$ cat src/rtl/id_exe_reg_if.sv
// ID -> EXE bundle: forwarded operands and control in, latched copies out.
// The register itself sits on the slave side.
interface id_exe_reg_if #(
    parameter int DATA_W = 32,
    parameter int ADDR_W = 5,
    parameter int CTRL_W = 16
);
    logic              id_valid;
    logic [DATA_W-1:0] id_reg1_data;
    logic [DATA_W-1:0] id_reg2_data;
    logic [DATA_W-1:0] id_sw_data;
    logic [ADDR_W-1:0] id_write_addr;
    logic              id_reg_write;
    logic              id_DM_read;
    logic              id_DM_write;
    logic              id_movsrc;
    logic [DATA_W-1:0] id_mov_data;
    logic [CTRL_W-1:0] id_ctrl;

    logic              exe_valid;
    logic [DATA_W-1:0] exe_reg1;
    logic [DATA_W-1:0] exe_reg2;
    logic [DATA_W-1:0] exe_sw;
    logic [ADDR_W-1:0] exe_write_addr;
    logic              exe_reg_write;
    logic              exe_DM_read;
    logic              exe_DM_write;
    logic              exe_movsrc;
    logic [DATA_W-1:0] exe_mov_data;
    logic [CTRL_W-1:0] exe_ctrl;

    modport master (
        output id_valid, id_reg1_data, id_reg2_data, id_sw_data,
        output id_write_addr, id_reg_write, id_DM_read, id_DM_write,
        output id_movsrc, id_mov_data, id_ctrl,
        input  exe_valid, exe_reg1, exe_reg2, exe_sw,
        input  exe_write_addr, exe_reg_write, exe_DM_read, exe_DM_write,
        input  exe_movsrc, exe_mov_data, exe_ctrl
    );

    modport slave (
        input  id_valid, id_reg1_data, id_reg2_data, id_sw_data,
        input  id_write_addr, id_reg_write, id_DM_read, id_DM_write,
        input  id_movsrc, id_mov_data, id_ctrl,
        output exe_valid, exe_reg1, exe_reg2, exe_sw,
        output exe_write_addr, exe_reg_write, exe_DM_read, exe_DM_write,
        output exe_movsrc, exe_mov_data, exe_ctrl
    );
endinterface

$ cat src/rtl/id_exe_reg.sv
// ID/EXE pipeline register with the load/jump stall sequencer.
// A stalled instruction issues once, then LOAD_BUBBLES bubbles follow.
module id_exe_reg #(
    parameter int DATA_W       = 32,
    parameter int ADDR_W       = 5,
    parameter int CTRL_W       = 16,
    parameter int LOAD_BUBBLES = 1
) (
    input  logic        clk,
    input  logic        rst,
    input  logic        id_stall_req,
    input  logic        exe_hold,
    input  logic        flush,
    id_exe_reg_if.slave bus,
    output logic        stall_release
);

    typedef enum logic [1:0] {
        IDLE,
        ISSUE,
        BUBBLE
    } state_t;

    typedef struct packed {
        logic              valid;
        logic [DATA_W-1:0] reg1;
        logic [DATA_W-1:0] reg2;
        logic [DATA_W-1:0] sw;
        logic [ADDR_W-1:0] waddr;
        logic              reg_write;
        logic              dm_read;
        logic              dm_write;
        logic              movsrc;
        logic [DATA_W-1:0] mov;
        logic [CTRL_W-1:0] ctrl;
    } exe_t;

    localparam logic [2:0] LB_CNT = 3'(LOAD_BUBBLES);

    state_t     state_q, state_d;
    logic [2:0] cnt_q, cnt_d;
    logic       capture;
    logic       bubble;
    exe_t       exe_q;
    exe_t       id_pkt;

    assign id_pkt = '{
        valid:     1'b1,
        reg1:      bus.id_reg1_data,
        reg2:      bus.id_reg2_data,
        sw:        bus.id_sw_data,
        waddr:     bus.id_write_addr,
        reg_write: bus.id_reg_write,
        dm_read:   bus.id_DM_read,
        dm_write:  bus.id_DM_write,
        movsrc:    bus.id_movsrc,
        mov:       bus.id_mov_data,
        ctrl:      bus.id_ctrl
    };

    always_comb begin
        state_d       = state_q;
        cnt_d         = cnt_q;
        capture       = 1'b0;
        bubble        = 1'b0;
        stall_release = 1'b0;
        if (exe_hold) begin
            state_d = state_q;
        end else if (flush) begin
            bubble  = 1'b1;
            state_d = IDLE;
            cnt_d   = 3'd0;
        end else begin
            case (state_q)
                IDLE: begin
                    if (bus.id_valid && id_stall_req) begin
                        capture = 1'b1;
                        state_d = ISSUE;
                        cnt_d   = LB_CNT;
                    end else if (bus.id_valid) begin
                        capture = 1'b1;
                    end else begin
                        bubble = 1'b1;
                    end
                end
                ISSUE, BUBBLE: begin
                    // stalled instr still sits in ID; never take it twice
                    bubble = 1'b1;
                    cnt_d  = cnt_q - 3'd1;
                    if (cnt_q == 3'd1) begin
                        stall_release = 1'b1;
                        state_d       = IDLE;
                    end else begin
                        state_d = BUBBLE;
                    end
                end
                default: begin
                    bubble  = 1'b1;
                    state_d = IDLE;
                    cnt_d   = 3'd0;
                end
            endcase
        end
    end

    always_ff @(posedge clk or negedge rst) begin
        if (!rst) begin
            state_q <= IDLE;
            cnt_q   <= 3'd0;
            exe_q   <= '0;
        end else begin
            state_q <= state_d;
            cnt_q   <= cnt_d;
            if (capture) begin
                exe_q <= id_pkt;
            end else if (bubble) begin
                exe_q <= '0;
            end
        end
    end

    assign bus.exe_valid      = exe_q.valid;
    assign bus.exe_reg1       = exe_q.reg1;
    assign bus.exe_reg2       = exe_q.reg2;
    assign bus.exe_sw         = exe_q.sw;
    assign bus.exe_write_addr = exe_q.waddr;
    assign bus.exe_reg_write  = exe_q.reg_write;
    assign bus.exe_DM_read    = exe_q.dm_read;
    assign bus.exe_DM_write   = exe_q.dm_write;
    assign bus.exe_movsrc     = exe_q.movsrc;
    assign bus.exe_mov_data   = exe_q.mov;
    assign bus.exe_ctrl       = exe_q.ctrl;

endmodule

$ cat src/flat_wrapper.sv
// flat-port wrapper written by rule: the top's interface ports become plain ports
module id_exe_reg_flat 
#(
    parameter int DATA_W       = 32,
    parameter int ADDR_W       = 5,
    parameter int CTRL_W       = 16,
    parameter int LOAD_BUBBLES = 1
)
  (clk, rst, id_stall_req, exe_hold, flush, stall_release, bus_id_valid, bus_id_reg1_data, bus_id_reg2_data, bus_id_sw_data, bus_id_write_addr, bus_id_reg_write, bus_id_DM_read, bus_id_DM_write, bus_id_movsrc, bus_id_mov_data, bus_id_ctrl, bus_exe_valid, bus_exe_reg1, bus_exe_reg2, bus_exe_sw, bus_exe_write_addr, bus_exe_reg_write, bus_exe_DM_read, bus_exe_DM_write, bus_exe_movsrc, bus_exe_mov_data, bus_exe_ctrl);
  id_exe_reg_if #(.DATA_W(DATA_W), .ADDR_W(ADDR_W), .CTRL_W(CTRL_W)) bus_i ();
  input  logic clk;
  input  logic rst;
  input  logic id_stall_req;
  input  logic exe_hold;
  input  logic flush;
  output logic stall_release;
  input wire logic [$bits(bus_i.id_valid)-1:0] bus_id_valid;
  input wire logic [$bits(bus_i.id_reg1_data)-1:0] bus_id_reg1_data;
  input wire logic [$bits(bus_i.id_reg2_data)-1:0] bus_id_reg2_data;
  input wire logic [$bits(bus_i.id_sw_data)-1:0] bus_id_sw_data;
  input wire logic [$bits(bus_i.id_write_addr)-1:0] bus_id_write_addr;
  input wire logic [$bits(bus_i.id_reg_write)-1:0] bus_id_reg_write;
  input wire logic [$bits(bus_i.id_DM_read)-1:0] bus_id_DM_read;
  input wire logic [$bits(bus_i.id_DM_write)-1:0] bus_id_DM_write;
  input wire logic [$bits(bus_i.id_movsrc)-1:0] bus_id_movsrc;
  input wire logic [$bits(bus_i.id_mov_data)-1:0] bus_id_mov_data;
  input wire logic [$bits(bus_i.id_ctrl)-1:0] bus_id_ctrl;
  output wire logic [$bits(bus_i.exe_valid)-1:0] bus_exe_valid;
  output wire logic [$bits(bus_i.exe_reg1)-1:0] bus_exe_reg1;
  output wire logic [$bits(bus_i.exe_reg2)-1:0] bus_exe_reg2;
  output wire logic [$bits(bus_i.exe_sw)-1:0] bus_exe_sw;
  output wire logic [$bits(bus_i.exe_write_addr)-1:0] bus_exe_write_addr;
  output wire logic [$bits(bus_i.exe_reg_write)-1:0] bus_exe_reg_write;
  output wire logic [$bits(bus_i.exe_DM_read)-1:0] bus_exe_DM_read;
  output wire logic [$bits(bus_i.exe_DM_write)-1:0] bus_exe_DM_write;
  output wire logic [$bits(bus_i.exe_movsrc)-1:0] bus_exe_movsrc;
  output wire logic [$bits(bus_i.exe_mov_data)-1:0] bus_exe_mov_data;
  output wire logic [$bits(bus_i.exe_ctrl)-1:0] bus_exe_ctrl;
  assign bus_i.id_valid = bus_id_valid;
  assign bus_i.id_reg1_data = bus_id_reg1_data;
  assign bus_i.id_reg2_data = bus_id_reg2_data;
  assign bus_i.id_sw_data = bus_id_sw_data;
  assign bus_i.id_write_addr = bus_id_write_addr;
  assign bus_i.id_reg_write = bus_id_reg_write;
  assign bus_i.id_DM_read = bus_id_DM_read;
  assign bus_i.id_DM_write = bus_id_DM_write;
  assign bus_i.id_movsrc = bus_id_movsrc;
  assign bus_i.id_mov_data = bus_id_mov_data;
  assign bus_i.id_ctrl = bus_id_ctrl;
  assign bus_exe_valid = bus_i.exe_valid;
  assign bus_exe_reg1 = bus_i.exe_reg1;
  assign bus_exe_reg2 = bus_i.exe_reg2;
  assign bus_exe_sw = bus_i.exe_sw;
  assign bus_exe_write_addr = bus_i.exe_write_addr;
  assign bus_exe_reg_write = bus_i.exe_reg_write;
  assign bus_exe_DM_read = bus_i.exe_DM_read;
  assign bus_exe_DM_write = bus_i.exe_DM_write;
  assign bus_exe_movsrc = bus_i.exe_movsrc;
  assign bus_exe_mov_data = bus_i.exe_mov_data;
  assign bus_exe_ctrl = bus_i.exe_ctrl;
  id_exe_reg #(.DATA_W(DATA_W), .ADDR_W(ADDR_W), .CTRL_W(CTRL_W), .LOAD_BUBBLES(LOAD_BUBBLES)) u_core (.clk(clk), .rst(rst), .id_stall_req(id_stall_req), .exe_hold(exe_hold), .flush(flush), .bus(bus_i), .stall_release(stall_release));
endmodule
$ cat config.mk
export PLATFORM = sky130hd
export DESIGN_NAME = id_exe_reg_flat
export DESIGN_NICKNAME = d
export VERILOG_FILES = /design/src/rtl/id_exe_reg_if.sv /design/src/rtl/id_exe_reg.sv /design/src/flat_wrapper.sv
export SDC_FILE = /design/constraint.sdc
export NUM_CORES = 1
export LEC_CHECK = 0
export ABC_AREA = 1
export ABC_CLOCK_PERIOD_IN_PS = 1300
export CAP_MARGIN = 20
export CELL_PAD_IN_SITES_DETAIL_PLACEMENT = 1
export CELL_PAD_IN_SITES_GLOBAL_PLACEMENT = 1
export CORE_MARGIN = 2
export CORE_UTILIZATION = 26
export DETAILED_ROUTE_END_ITERATION = 7
export PLACE_DENSITY = 0.73
export SYNTH_ARGS = -nofsm -noshare
export SYNTH_HDL_FRONTEND = slang
export SYNTH_SLANG_ARGS = --single-unit
$ cat constraint.sdc
create_clock -name clk -period 1.3 [get_ports clk]
set_input_delay 0.26 -clock clk [delete_from_list [all_inputs] [get_ports clk]]
set_output_delay 0.26 -clock clk [all_outputs]
set_load 0.03 [all_outputs]
### Word-level counts from Yosys, hierarchy flattened

Cells that the tools add are included.
Widths: inputs -> output; s select.

* add/sub/neg operators: 1
* eq/ne operators: 4
* muxes and demuxes: 23
* bitwise gates (word level): 1
* reductions and logical operators: 5

Operators by type and width (number)
* $mux 154: 2
* $mux 1: 14
* $mux 2: 3
* $mux 3: 2
* $pmux 3 s2: 1
* $pmux 2 s2: 1
* $eq 3x1->1 const B: 1
* $ne 3x2->1 const B: 1
* $sub 3x1->3 const B: 1
* $eq 2x1->1 const B: 1
* $eq 2x2->1 const B: 1
* $logic_not 2->1: 1
* $reduce_and 2->1: 1
* $reduce_bool 2->1: 1
* $reduce_or 2->1: 1
* $logic_and 1x1->1: 1
* $not 1->1: 1

* bits in registers: 159
* input bits: 159
* output and inout bits: 155
* logic and storage cells: 47

### Depth between registers and ports, before layout

Gate-level depths: netlist of run 1.

* depth after elaboration: 7
* depth in mapped cells: 8
* depth with buffers taken out: 8

### Least setup slack after synthesis of run 1

OpenSTA, ideal clock, no wires.

* path kind: reg-to-output
* start: register u_core.state_q[1]
* end: output port stall_release
* data arrival time: 1.397 ns
* data required time: 1.040 ns
* slack: -0.357 ns
* stages on the path, launching flop included: 5
* buffers on the path: 0
* cell sequence: dfrtp_1 > inv_1 > ha_1 > nand2_1 > nor3_1

* cells in the longest elaborated chain, start to end: 5
* elaborated cells between the ends (all ways): 6
* those cells by class: eq/ne: 2; mux: 3; reduce/logical: 1

Ends and longest elaborated chain
* start, declared: RTL line id_exe_reg.sv:40 `state_t state_q, state_d;`
* start signal, assigned: RTL line id_exe_reg.sv:112 `state_q <= state_d;`
* $eq 2x1->1 / $eq 2x2->1 (equally long branches): RTL line id_exe_reg.sv:74 `case (state_q)`
* $reduce_or 2->1 (*): RTL line id_exe_reg.sv:74
* $mux 1 (*): RTL line id_exe_reg.sv:74
* $mux 1 (*): RTL line id_exe_reg.sv:69 `end else if (flush) begin`
* $mux 1 (*): RTL line id_exe_reg.sv:67 `if (exe_hold) begin`
* end, declared: RTL line flat_wrapper.sv:16 `output logic stall_release;`

Mark *: on every way between the ends. The rest lies on a longest branch, timed or not.

### Worst setup path in the final report of run 1

Same ends and word-level chain as after synthesis.

==> flow_metrics.py, run 1 <==
metrics = {
    "status": {
        "status": "finished, violations left",
        "violations": "negative setup slack",
    },
    "floorplanning": {
        "die_w_um": 162,
        "initial_core_util_pct": 26.5,
        "coreArea_um2": 24300,
        "fp-row-count": 57,
        "fp.dieH_um": 162,
        "ioPinCount": 314,
        "die-area_um2": 26100,
    },
    "global_route": {
        "grt_usage_pct": 20.3,
        "grt_pass1_vias": 7214,
        "antenna_found_initial": 0,
        "gr-total-overflow": 0,
        "grt_pass1_wl_um": 41000,
        "grt_max_degree": 64,
    },
    "final_layout": {
        "post-route-cell-area_um2": 12600,
        "diodes": 0,
        "syn2layout_area_growth_pct": 95.5,
        "fin_nets": 1241,
        "drive_above_1_share_pct": 42.4,
    },
    "drt": {
        "wire_per_inst_um": 18.7,
        "via_per_inst": 4.60,
        "final_antenna_net_count": 0,
        "firstDrtPassIters": 4,
        "drt_wl_total_um": 26500,
        "drc": 0,
        "drtIter0Drc": 266,
        "vias": 6505,
    },
    "power_and_ir_drop": {
        "combPwrFrac_pct": 40.5,
        "p_int_uw": 12300,
        "max-vdd-ir-drop_uv": 818,
        "p_seq_share_pct": 32.1,
        "p_clk_share_pct": 27.5,
        "powerDensity_nw_per_um2": 1500,
        "leakagePower_uw": 0.00613,
        "switching_share_pct": 35.0,
        "p_switching_uw": 6640,
    },
    "critical_path": {
        "required_ps": 1040,
        "critPathKind": "register to primary output",
        "cp_slowest_cell": "dfrtp_1",
        "critical_path.max_fanout": 2,
        "crit_chain": "inv_2, ha_4, nand2_4, nor3_4, buf_6",
        "critPathCaptureType": "primary output",
        "cp.arrival_ps": 1450,
        "cp-start-kind": "register",
        "max_stage_delay_ps": 380,
    },
    "clock_tree": {
        "cts_buffers": 17,
        "clockBufferDepth": 2,
        "path_clk_slew_ps": 70,
        "clock-sinks": 159,
        "clk_latency_ps": 420,
        "clock-root-buffer": "clkbuf_16",
        "cts_tree": "built",
        "htreeDepth": 4,
    },
    "synth": {
        "synth.yosys.seq_area_share_pct": 61.7,
        "yosysWarningCount": 0,
        "ys_types": 17,
        "synth_area_leaders": "dfrtp_1, nand2_1, nand3_1, buf_6, buf_2",
        "syn_area_um2": 6450,
        "syn-num-nets": 879,
        "avgSynthCellArea_um2": 9.01,
        "synth-seq-cells": 159,
        "postSynthCellCount": 716,
        "synth_top_area_share_pct": 61.7,
        "yosys.area.top_type": "dfrtp_1",
    },
    "sta": {
        "period_share_pct": 132,
        "final.min_clock_period_ps": 1710,
        "finalHoldViolations": 0,
        "setup_viol": 154,
        "skew_ps": 9.24,
        "fmax_mhz": 585,
        "slew_viol_final": 0,
        "grt_setup_unrepaired": "yes",
        "hold_slack_ps": 261,
        "setup_ws_ps": -410,
        "worstMarginPinSlew_ps": 310,
        "slew-limit-headroom_pct": 79.3,
    },
    "placed_design": {
        "io_buffers": 313,
        "place.detailed.hpwl_um": 16800,
        "pre_cts_slack_ps": -277,
        "postPlaceCellArea_um2": 10500,
        "routabilityCongestion": 0.766,
    },
    "job": {
        "cap_viol_max_count": 0,
    },
    "worst_hold_path": {
        "hold_class": "input pin to asynchronous set/reset pin",
    },
}
[final timing paths]
check,startpoint,endpoint,slack (ps),cells past startpoint
worst max-delay path,u_core.state_q[1]$_DFFE_PN0P_,stall_release,-410,5
min in group clk,exe_hold,u_core.bus.exe_mov_data[10]$_DFFE_PN0P_,300,4
worst min-delay path,rst,u_core.bus.exe_sw[30]$_DFFE_PN0P_,260,2
max in group asynchronous,rst,u_core.bus.exe_ctrl[7]$_DFFE_PN0P_,470,3
worst max register to register,u_core.state_q[1]$_DFFE_PN0P_,u_core.bus.exe_reg1[13]$_DFFE_PN0P_,-260,11
worst min register to register,u_core.bus.exe_reg2[20]$_DFFE_PN0P_,u_core.bus.exe_reg2[20]$_DFFE_PN0P_,480,2
[kinds of logic (layout without fill, tap and decap cells)]
family                   after synthesis  after routing  synth area share (%)
flip-flops                           159            159                  61.7
AO/OA/AOI/OAI                          5              5                 0.446
adder cells (fa/ha/maj)                4              4                 0.776
buffers and inverters                 63            437                  5.66
AND/OR/NAND/NOR                      485            485                  31.5
[synth_stat cells]
| library cell | count |
|---|---|
| a22o_1 | 1 |
| buf_1 | 6 |
| buf_2 | 19 |
| buf_4 | 8 |
| buf_6 | 10 |
| clkbuf_1 | 8 |
| dfrtp_1 | 159 |
| ha_1 | 4 |
| inv_1 | 12 |
| nand2_1 | 319 |
| nand2_2 | 2 |
| nand3_1 | 160 |
| nor2_1 | 2 |
| nor2_2 | 1 |
| nor3_1 | 1 |
| o21ai_0 | 1 |
| o21ai_1 | 3 |
[stage by stage]
step,std cells,power (µW),util (%),TNS [ps]
2_1_floorplan,716,8650,-,0
3_3_place_gp,1347,11600,43.2,-31990
3_5_place_dp,1347,11700,43.2,-35600
4_1_cts,1417,19000,50.4,-36760
5_1_grt,1414,19800,51.9,-34950
6_report,1414,19000,51.9,-26090
[cell type report]
type / count / area, µm²
Fill cell: 2582 / 11700
Timing Repair Buffer: 394 / 4420
Sequential cell: 159 / 3980
Multi-Input combinational cell: 494 / 3160
Clock buffer: 19 / 453
Tap cell: 324 / 405
Clock inverter: 12 / 151
Inverter: 12 / 47.5
[placed cells by master (no fill, tap or decap), types with 3 or more instances in the layout]
| cell | instances |
|---|---|
| buf_12 | 76 |
| buf_16 | 10 |
| buf_2 | 56 |
| buf_4 | 83 |
| buf_6 | 8 |
| buf_8 | 4 |
| clkbuf_16 | 17 |
| clkdlybuf4s50_1 | 156 |
| clkinv_4 | 5 |
| dfrtp_1 | 159 |
| inv_1 | 8 |
| inv_2 | 3 |
| nand2_1 | 289 |
| nand2_2 | 31 |
| nand3_1 | 7 |
| nand3_2 | 131 |
| nand3_4 | 22 |
| o21ai_1 | 3 |
[metal layers]
metal  global-route usage, %  wire length, µm  vias up
met4                    6.66              674        0
met2                    34.7            13100      243
met3                    5.47             1890       36
li1                        -                -     3019
met5                       0                0        -
met1                    24.9            10800     3207
[sequential cells by signal, summed over array words and instances, names as in the netlist, 2 cells and up]
register	cells
u_core.bus.exe_ctrl	16
u_core.bus.exe_write_addr	5
u_core.bus.exe_mov_data	32
u_core.state_q	2
u_core.bus.exe_sw	32
u_core.bus.exe_reg2	32
u_core.cnt_q	3
u_core.bus.exe_reg1	32
[timing repair]
action / in CTS / in global routing
setup buffers: 23 / 11
endpoints found under the setup margin: 217 / 164
endpoints found under the hold margin: 116 / 0
hold buffers: 1 / 0
cloned: 17 / 0
resized for setup: 456 / 122
pin swaps: 89 / 115
[power by group through the flow]
stage	logic, µW	clock network (µW)	registers, µW
floorplan	1380	0	7270
global placement	5460	0	6140
detailed placement	5540	0	6160
CTS	7590	5370	6080
global route	8090	5550	6170
finish	7680	5210	6090
[worst max-delay path: cells and delay by family, from the launching register on]
family                     cells  cell delay [ps]
buffers and inverters          2              220
adders and majority gates      1              280
and+or+nand+nor                2              160
DFF                            1              380
(Power assumes the default switching activity.)
==> run 2: changes to the inputs <==
--- a/config.mk
+++ b/config.mk
@@ -6,7 +6,7 @@
 export NUM_CORES = 1
 export LEC_CHECK = 0
 export ABC_AREA = 1
-export ABC_CLOCK_PERIOD_IN_PS = 1300
+export ABC_CLOCK_PERIOD_IN_PS = 1500
 export CAP_MARGIN = 20
 export CELL_PAD_IN_SITES_DETAIL_PLACEMENT = 1
 export CELL_PAD_IN_SITES_GLOBAL_PLACEMENT = 1
==> constraint.sdc (replaced) <==
create_clock -name clk -period 1.5 [get_ports clk]
set_input_delay 0.3 -clock clk [delete_from_list [all_inputs] [get_ports clk]]
set_output_delay 0.3 -clock clk [all_outputs]
set_load 0.03 [all_outputs]
==> run 2 against run 1 <==
  * The flow still finishes with violations (negative setup slack)
  * Worst hold slack got worse by 47 ps
  * Register-to-register slack improved by 310 ps
  * Core utilization decreased by 7.2 points
  * Highest routed layer unchanged
==> flow_metrics.py, run 2 (synthesized netlist as in run 1, its figures left out) <==
metrics = {
    "status": {
        "status": "finished, violations left",
        "violations": "negative setup slack",
    },
    "global_route": {
        "gr-total-overflow": 0,
        "antenna_found_initial": 0,
        "grt_pass1_wl_um": 36700,
        "grt_pass1_vias": 6828,
        "grt_usage_pct": 17.7,
        "grt_max_degree": 80,
    },
    "clock_tree": {
        "clk_latency_ps": 420,
        "cts_tree": "built",
        "clock-root-buffer": "clkbuf_16",
        "path_clk_slew_ps": 70,
        "htreeDepth": 4,
        "clockBufferDepth": 2,
        "clock-sinks": 159,
        "cts_buffers": 17,
    },
    "drt": {
        "dr_wl_met2_um": 11200,
        "drt_wl_total_um": 23400,
        "wire_per_inst_um": 16.7,
        "firstDrtPassIters": 4,
        "met3_length_um": 2060,
        "via_per_inst": 4.46,
        "final_antenna_net_count": 0,
        "routed.top_layer": "met4",
        "met1_length_um": 9820,
        "vias": 6245,
        "drtIter0Drc": 241,
        "drc": 0,
    },
    "worst_hold_path": {
        "hold_class": "input pin to register",
        "hp-start": "exe_hold",
    },
    "power_and_ir_drop": {
        "power.total_uw": 14300,
        "powerDensity_nw_per_um2": 1310,
        "combPwrFrac_pct": 32.1,
        "switching_share_pct": 34.4,
        "leakagePower_uw": 0.00564,
        "max-vdd-ir-drop_uv": 649,
        "p_int_uw": 9370,
        "p_switching_uw": 4920,
        "p_seq_share_pct": 36.3,
        "p_clk_share_pct": 31.6,
    },
    "final_layout": {
        "mostFrequentLayoutCells": "nand2_1, nand3_1, dfrtp_1, clkdlybuf4s50_1, clkbuf_2",
        "num-fill-cells": 2805,
        "fin_util_pct": 44.7,
        "multiInputGateArea_um2": 2160,
        "layout_commonest_cell": "nand2_1",
        "seqCellArea_um2": 3980,
        "syn2layout_area_growth_pct": 68.4,
        "fin_nets": 1227,
        "diodes": 0,
        "drive_above_1_share_pct": 19.1,
        "post-route-cell-area_um2": 10900,
    },
    "floorplanning": {
        "fp-row-count": 57,
        "coreArea_um2": 24300,
        "die_w_um": 162,
        "ioPinCount": 314,
        "initial_core_util_pct": 26.5,
        "die-area_um2": 26100,
        "fp.dieH_um": 162,
    },
    "sta": {
        "worstMarginPinSlew_ps": 393,
        "period_share_pct": 123,
        "fmax_mhz": 543,
        "final.min_clock_period_ps": 1840,
        "finalHoldViolations": 0,
        "setup_ws_ps": -343,
        "slew-limit-headroom_pct": 73.8,
        "setup_viol": 1,
        "fin_tns_setup_ps": -343,
        "skew_ps": 7.45,
        "grt_setup_unrepaired": "yes",
        "hold_slack_ps": 214,
        "slew_viol_final": 0,
    },
    "critical_path": {
        "cp.arrival_ps": 1540,
        "critical_path.max_fanout": 2,
        "critPathKind": "register to primary output",
        "r2r_slack_ps": 50,
        "cp-start-kind": "register",
        "cp-startpoint": "u_core.state_q[0]$_DFFE_PN0P_",
        "required_ps": 1200,
        "critPathCaptureType": "primary output",
        "r2r_start": "u_core.state_q[0]$_DFFE_PN0P_",
    },
    "placed_design": {
        "routabilityCongestion": 0.758,
        "place.detailed.hpwl_um": 16800,
        "postPlaceCellArea_um2": 10300,
        "io_buffers": 313,
    },
    "job": {
        "cap_viol_max_count": 0,
    },
}
run 2: changes by cell type in the layout (fill, tap and decap cells not counted), moves of 41 or more:
cell / previous run / this run
nand3_1: 7 / 159
nand3_2: 131 / 1
clkbuf_2: 0 / 64
clkdlybuf4s15_1: 0 / 58
buf_12: 76 / 20
buf_2: 56 / 0
buf_4: 83 / 42
run 2: worst paths after layout:
| path | endpoint | cells past startpoint |
|---|---|---|
| max in group asynchronous | u_core.bus.exe_reg1[12]$_DFFE_PN0P_ | 3 |
| setup / recovery | stall_release | 5 |
| setup reg to reg | u_core.bus.exe_ctrl[0]$_DFFE_PN0P_ | 9 |
| hold reg to reg | u_core.bus.exe_reg1[4]$_DFFE_PN0P_ | 2 |
| hold / removal | u_core.bus.exe_mov_data[14]$_DFFE_PN0P_ | 3 |
| min in group asynchronous | u_core.bus.exe_reg2[15]$_DFFE_PN0P_ | 2 |
run 2: repair_timing:
action,4_1_cts,5_1_grt
pin swaps,4,2
buffers inserted,4,3
hold buffers,1,0
endpoints found under the setup margin,199,119
endpoints found under the hold margin,21,0
cloned,0,4
resized for setup,301,107
run 2: metal layers:
metal	vias to the layer above	GRT usage, %
met2	222	29.9
met1	3025	21.5
li1	2981	-
met3	17	6.83
met4	0	3.94
met5	-	0
run 2: layout make-up:
cell class / count / share of cell area [%]
Clock buffer: 19 / 4.17
Multi-Input combinational cell: 494 / 19.9
Tap cell: 324 / 3.73
Sequential cell: 159 / 36.6
Clock inverter: 12 / 1.38
Inverter: 12 / 0.415
Timing Repair Buffer: 380 / 33.8
run 2: power by group through the flow:
| stage | Combinational [µW] | Sequential [µW] | Clock, µW |
|---|---|---|---|
| detailed placement | 4600 | 5260 | 0 |
| CTS | 4450 | 5190 | 4660 |
| global placement | 4530 | 5230 | 0 |
| global route | 4940 | 5260 | 4830 |
| floorplan | 1180 | 6300 | 0 |
| finish | 4590 | 5180 | 4510 |
run 2: through the flow:
stage                     worst slack, ps  std cells
after global routing                 -425       1400
after floorplan                      48.4        716
final                                -343       1400
after CTS                            -394       1393
after global placement               -369       1357
after detailed placement             -374       1357
run 2: critical path: stages, from the launching register on:
cell and delay, ps:
dfrtp_1 360, inv_2 60, ha_4 280, nand2_4 50, nor3_4 220, buf_12 160
==> run 3: changes to the inputs <==
--- a/config.mk
+++ b/config.mk
@@ -5,15 +5,15 @@
 export SDC_FILE = /design/constraint.sdc
 export NUM_CORES = 1
 export LEC_CHECK = 0
-export ABC_AREA = 1
 export ABC_CLOCK_PERIOD_IN_PS = 1500
 export CAP_MARGIN = 20
 export CELL_PAD_IN_SITES_DETAIL_PLACEMENT = 1
 export CELL_PAD_IN_SITES_GLOBAL_PLACEMENT = 1
 export CORE_MARGIN = 2
-export CORE_UTILIZATION = 26
+export CORE_UTILIZATION = 27
 export DETAILED_ROUTE_END_ITERATION = 7
 export PLACE_DENSITY = 0.73
+export SLEW_MARGIN = 20
 export SYNTH_ARGS = -nofsm -noshare
 export SYNTH_HDL_FRONTEND = slang
 export SYNTH_SLANG_ARGS = --single-unit
==> run 3 against run 2 <==
  * The run still ends with negative setup slack left
  * Cell area decreased by 8.1%
  * Wire length decreased by 11%
  * Core utilization increased by 2.7 points
  * Final cell count decreased by 28%
  * First-iteration DRC count decreased by 40%
  * Critical path depth unchanged
  * Global-route usage decreased by 0.57 points
  * Critical endpoint unchanged
  * Die area decreased by 13%
  * Clock skew increased by 4.5 ps
  * Total power decreased by 20%
  * Via count decreased by 24%
==> flow_metrics.py, run 3 <==
metrics = {
    "placed_design": {
        "place.detailed.hpwl_um": 14200,
        "routabilityCongestion": 0.753,
        "pre_cts_slack_ps": -264,
        "io_buffers": 313,
    },
    "power_and_ir_drop": {
        "max-vdd-ir-drop_uv": 563,
        "p_int_uw": 8050,
        "switching_share_pct": 30.0,
        "p_switching_uw": 3440,
        "p_seq_share_pct": 42.1,
        "power.total_uw": 11500,
        "combPwrFrac_pct": 22.6,
        "leakagePower_uw": 0.00474,
        "p_clk_share_pct": 35.3,
        "powerDensity_nw_per_um2": 1150,
    },
    "critical_path": {
        "max_stage_delay_ps": 410,
        "cp_top_family": "flip-flops",
        "cp.arrival_ps": 1470,
        "cp-start-kind": "register",
        "critical_path.max_fanout": 2,
        "cp_slowest_cell": "dfrtp_1",
        "critPathKind": "register to primary output",
        "required_ps": 1200,
        "crit_chain": "inv_2, ha_4, nor2b_4, and3_4, buf_6",
        "critPathCaptureType": "primary output",
        "cp_num_buf_inv": 2,
    },
    "floorplanning": {
        "initial_core_util_pct": 27.6,
        "fp-row-count": 53,
        "die_w_um": 151,
        "fp.dieH_um": 151,
        "ioPinCount": 314,
        "die-area_um2": 22700,
        "coreArea_um2": 21100,
    },
    "drt": {
        "met3_length_um": 1190,
        "via_per_inst": 4.69,
        "dr_wl_met2_um": 10600,
        "wire_per_inst_um": 20.5,
        "drtIter0Drc": 145,
        "met1_length_um": 8290,
        "drt_wl_total_um": 20800,
        "final_antenna_net_count": 0,
        "routed.top_layer": "met4",
        "drc": 0,
        "vias": 4747,
        "firstDrtPassIters": 4,
    },
    "clock_tree": {
        "clock-sinks": 159,
        "clk_latency_ps": 420,
        "path_clk_slew_ps": 70,
        "cts_tree": "built",
        "clock-root-buffer": "clkbuf_16",
        "clockBufferDepth": 2,
        "cts_buffers": 17,
        "htreeDepth": 4,
    },
    "sta": {
        "grt_setup_unrepaired": "yes",
        "fin_tns_setup_ps": -299,
        "hold_slack_ps": 344,
        "period_share_pct": 118,
        "slew_viol_final": 0,
        "fmax_mhz": 564,
        "setup_ws_ps": -274,
        "setup_viol": 3,
        "worstMarginPinSlew_ps": 420,
        "skew_ps": 11.9,
        "finalHoldViolations": 0,
        "slew-limit-headroom_pct": 72.0,
        "final.min_clock_period_ps": 1770,
    },
    "global_route": {
        "antenna_found_initial": 0,
        "gr-total-overflow": 0,
        "grt_pass1_vias": 5327,
        "grt_pass1_wl_um": 29900,
        "grt_max_degree": 91,
        "grt_usage_pct": 17.2,
    },
    "status": {
        "status": "finished, violations left",
        "violations": "negative setup slack",
    },
    "job": {
        "cap_viol_max_count": 0,
    },
    "final_layout": {
        "syn2layout_area_growth_pct": 71.8,
        "fin_util_pct": 47.4,
        "diodes": 0,
        "layout_commonest_cell": "dfrtp_1",
        "drive_above_1_share_pct": 25.5,
        "fin_nets": 887,
        "mostFrequentLayoutCells": "dfrtp_1, clkdlybuf4s50_1, a22o_1, clkbuf_2, clkdlybuf4s15_1",
    },
    "synth": {
        "synth_common_cells": "dfrtp_1, a22o_1, buf_6, clkbuf_1",
        "synth_area_leaders": "dfrtp_1, a22o_1, buf_6, ha_1, clkbuf_1",
        "yosysWarningCount": 0,
        "syn-num-nets": 540,
        "synth_top_area_share_pct": 68.5,
        "postSynthCellCount": 377,
        "synth_edf_count": 0,
        "ys.flop_type": "dfrtp_1",
        "syn_area_um2": 5810,
        "async_flop_share_pct": 100,
        "yosysMostFrequentCell": "dfrtp_1",
        "avgSynthCellArea_um2": 15.4,
        "synth-seq-cells": 159,
        "yosys.area.top_type": "dfrtp_1",
        "ys_types": 23,
        "synth.yosys.seq_area_share_pct": 68.5,
    },
    "worst_hold_path": {
        "hold_class": "input pin to asynchronous set/reset pin",
    },
}
[run 3: cell count changes in the layout (fill, tap and decap cells not counted), sizes merged, moves of 3 or more]
cell / delta
o21ai: -3
nand2: -320
a22o: +152
inv: -7
clkdlybuf4s15: -8
clkbuf: +5
clkinvlp: +3
buf: -17
nand3: -160
[run 3: layout make-up]
type                            count  area [µm²]
Inverter                            6        22.5
Tap cell                          275         344
Fill cell                        2185       11100
Clock buffer                       19         443
Clock inverter                     13         104
Sequential cell                   159        3980
Timing Repair Buffer              362        3460
Multi-Input combinational cell    178        1640
[run 3: through the flow]
| step | instance area, µm² | instances |
|---|---|---|
| 2_1_floorplan | 5810 | 377 |
| 3_3_place_gp | 9350 | 958 |
| 3_5_place_dp | 9350 | 958 |
| 4_1_cts | 10000 | 999 |
| 5_1_grt | 9990 | 1012 |
| 6_report | 9990 | 1012 |
[run 3: metal layers]
metal,vias up,GRT usage (%)
li1,2141,-
met1,2373,20.1
met2,193,29.4
met3,40,4.45
met4,0,8.13
met5,-,0
[run 3: kinds of logic after synthesis]
group           synth area share [%]
flops                           68.5
compound gates                  23.9
mux                            0.560
buf+inv                         4.91
simple gates                    1.27
fa+ha+maj                      0.861
[run 3: path summary, 6_finish.rpt]
path | from | end | slack (ps) | depth (start not counted)
max | u_core.cnt_q[1]$_DFFE_PN0P_ | stall_release | -270 | 5
min | rst | u_core.bus.exe_mov_data[8]$_DFFE_PN0P_ | 340 | 2
max reg2reg | u_core.state_q[0]$_DFFE_PN0P_ | u_core.cnt_q[2]$_DFFE_PN0P_ | -10 | 5
min reg2reg | u_core.bus.exe_valid$_DFFE_PN0P_ | u_core.bus.exe_valid$_DFFE_PN0P_ | 490 | 1
max in group asynchronous | rst | u_core.bus.exe_sw[13]$_DFFE_PN0P_ | 620 | 3
min in group clk | exe_hold | u_core.state_q[1]$_DFFE_PN0P_ | 350 | 3
[run 3: power by group through the flow]
stage	registers, µW	clock network, µW	logic [µW]
6_report	4840	4050	2600
5_1_grt	4870	4320	2760
4_1_cts	4830	4160	2540
3_5_place_dp	4900	0	2530
3_3_place_gp	4890	0	2480
2_1_floorplan	5490	0	554
[run 3: what timing repair did]
action                                  4_1_cts  5_1_grt
hold buffers                                  1        0
setup buffers                                 7        8
endpoints found under the hold margin        28        0
endpoints found under the setup margin      292      167
pin swaps                                     6        7
cloned                                        1        7
resized for setup                           296      116
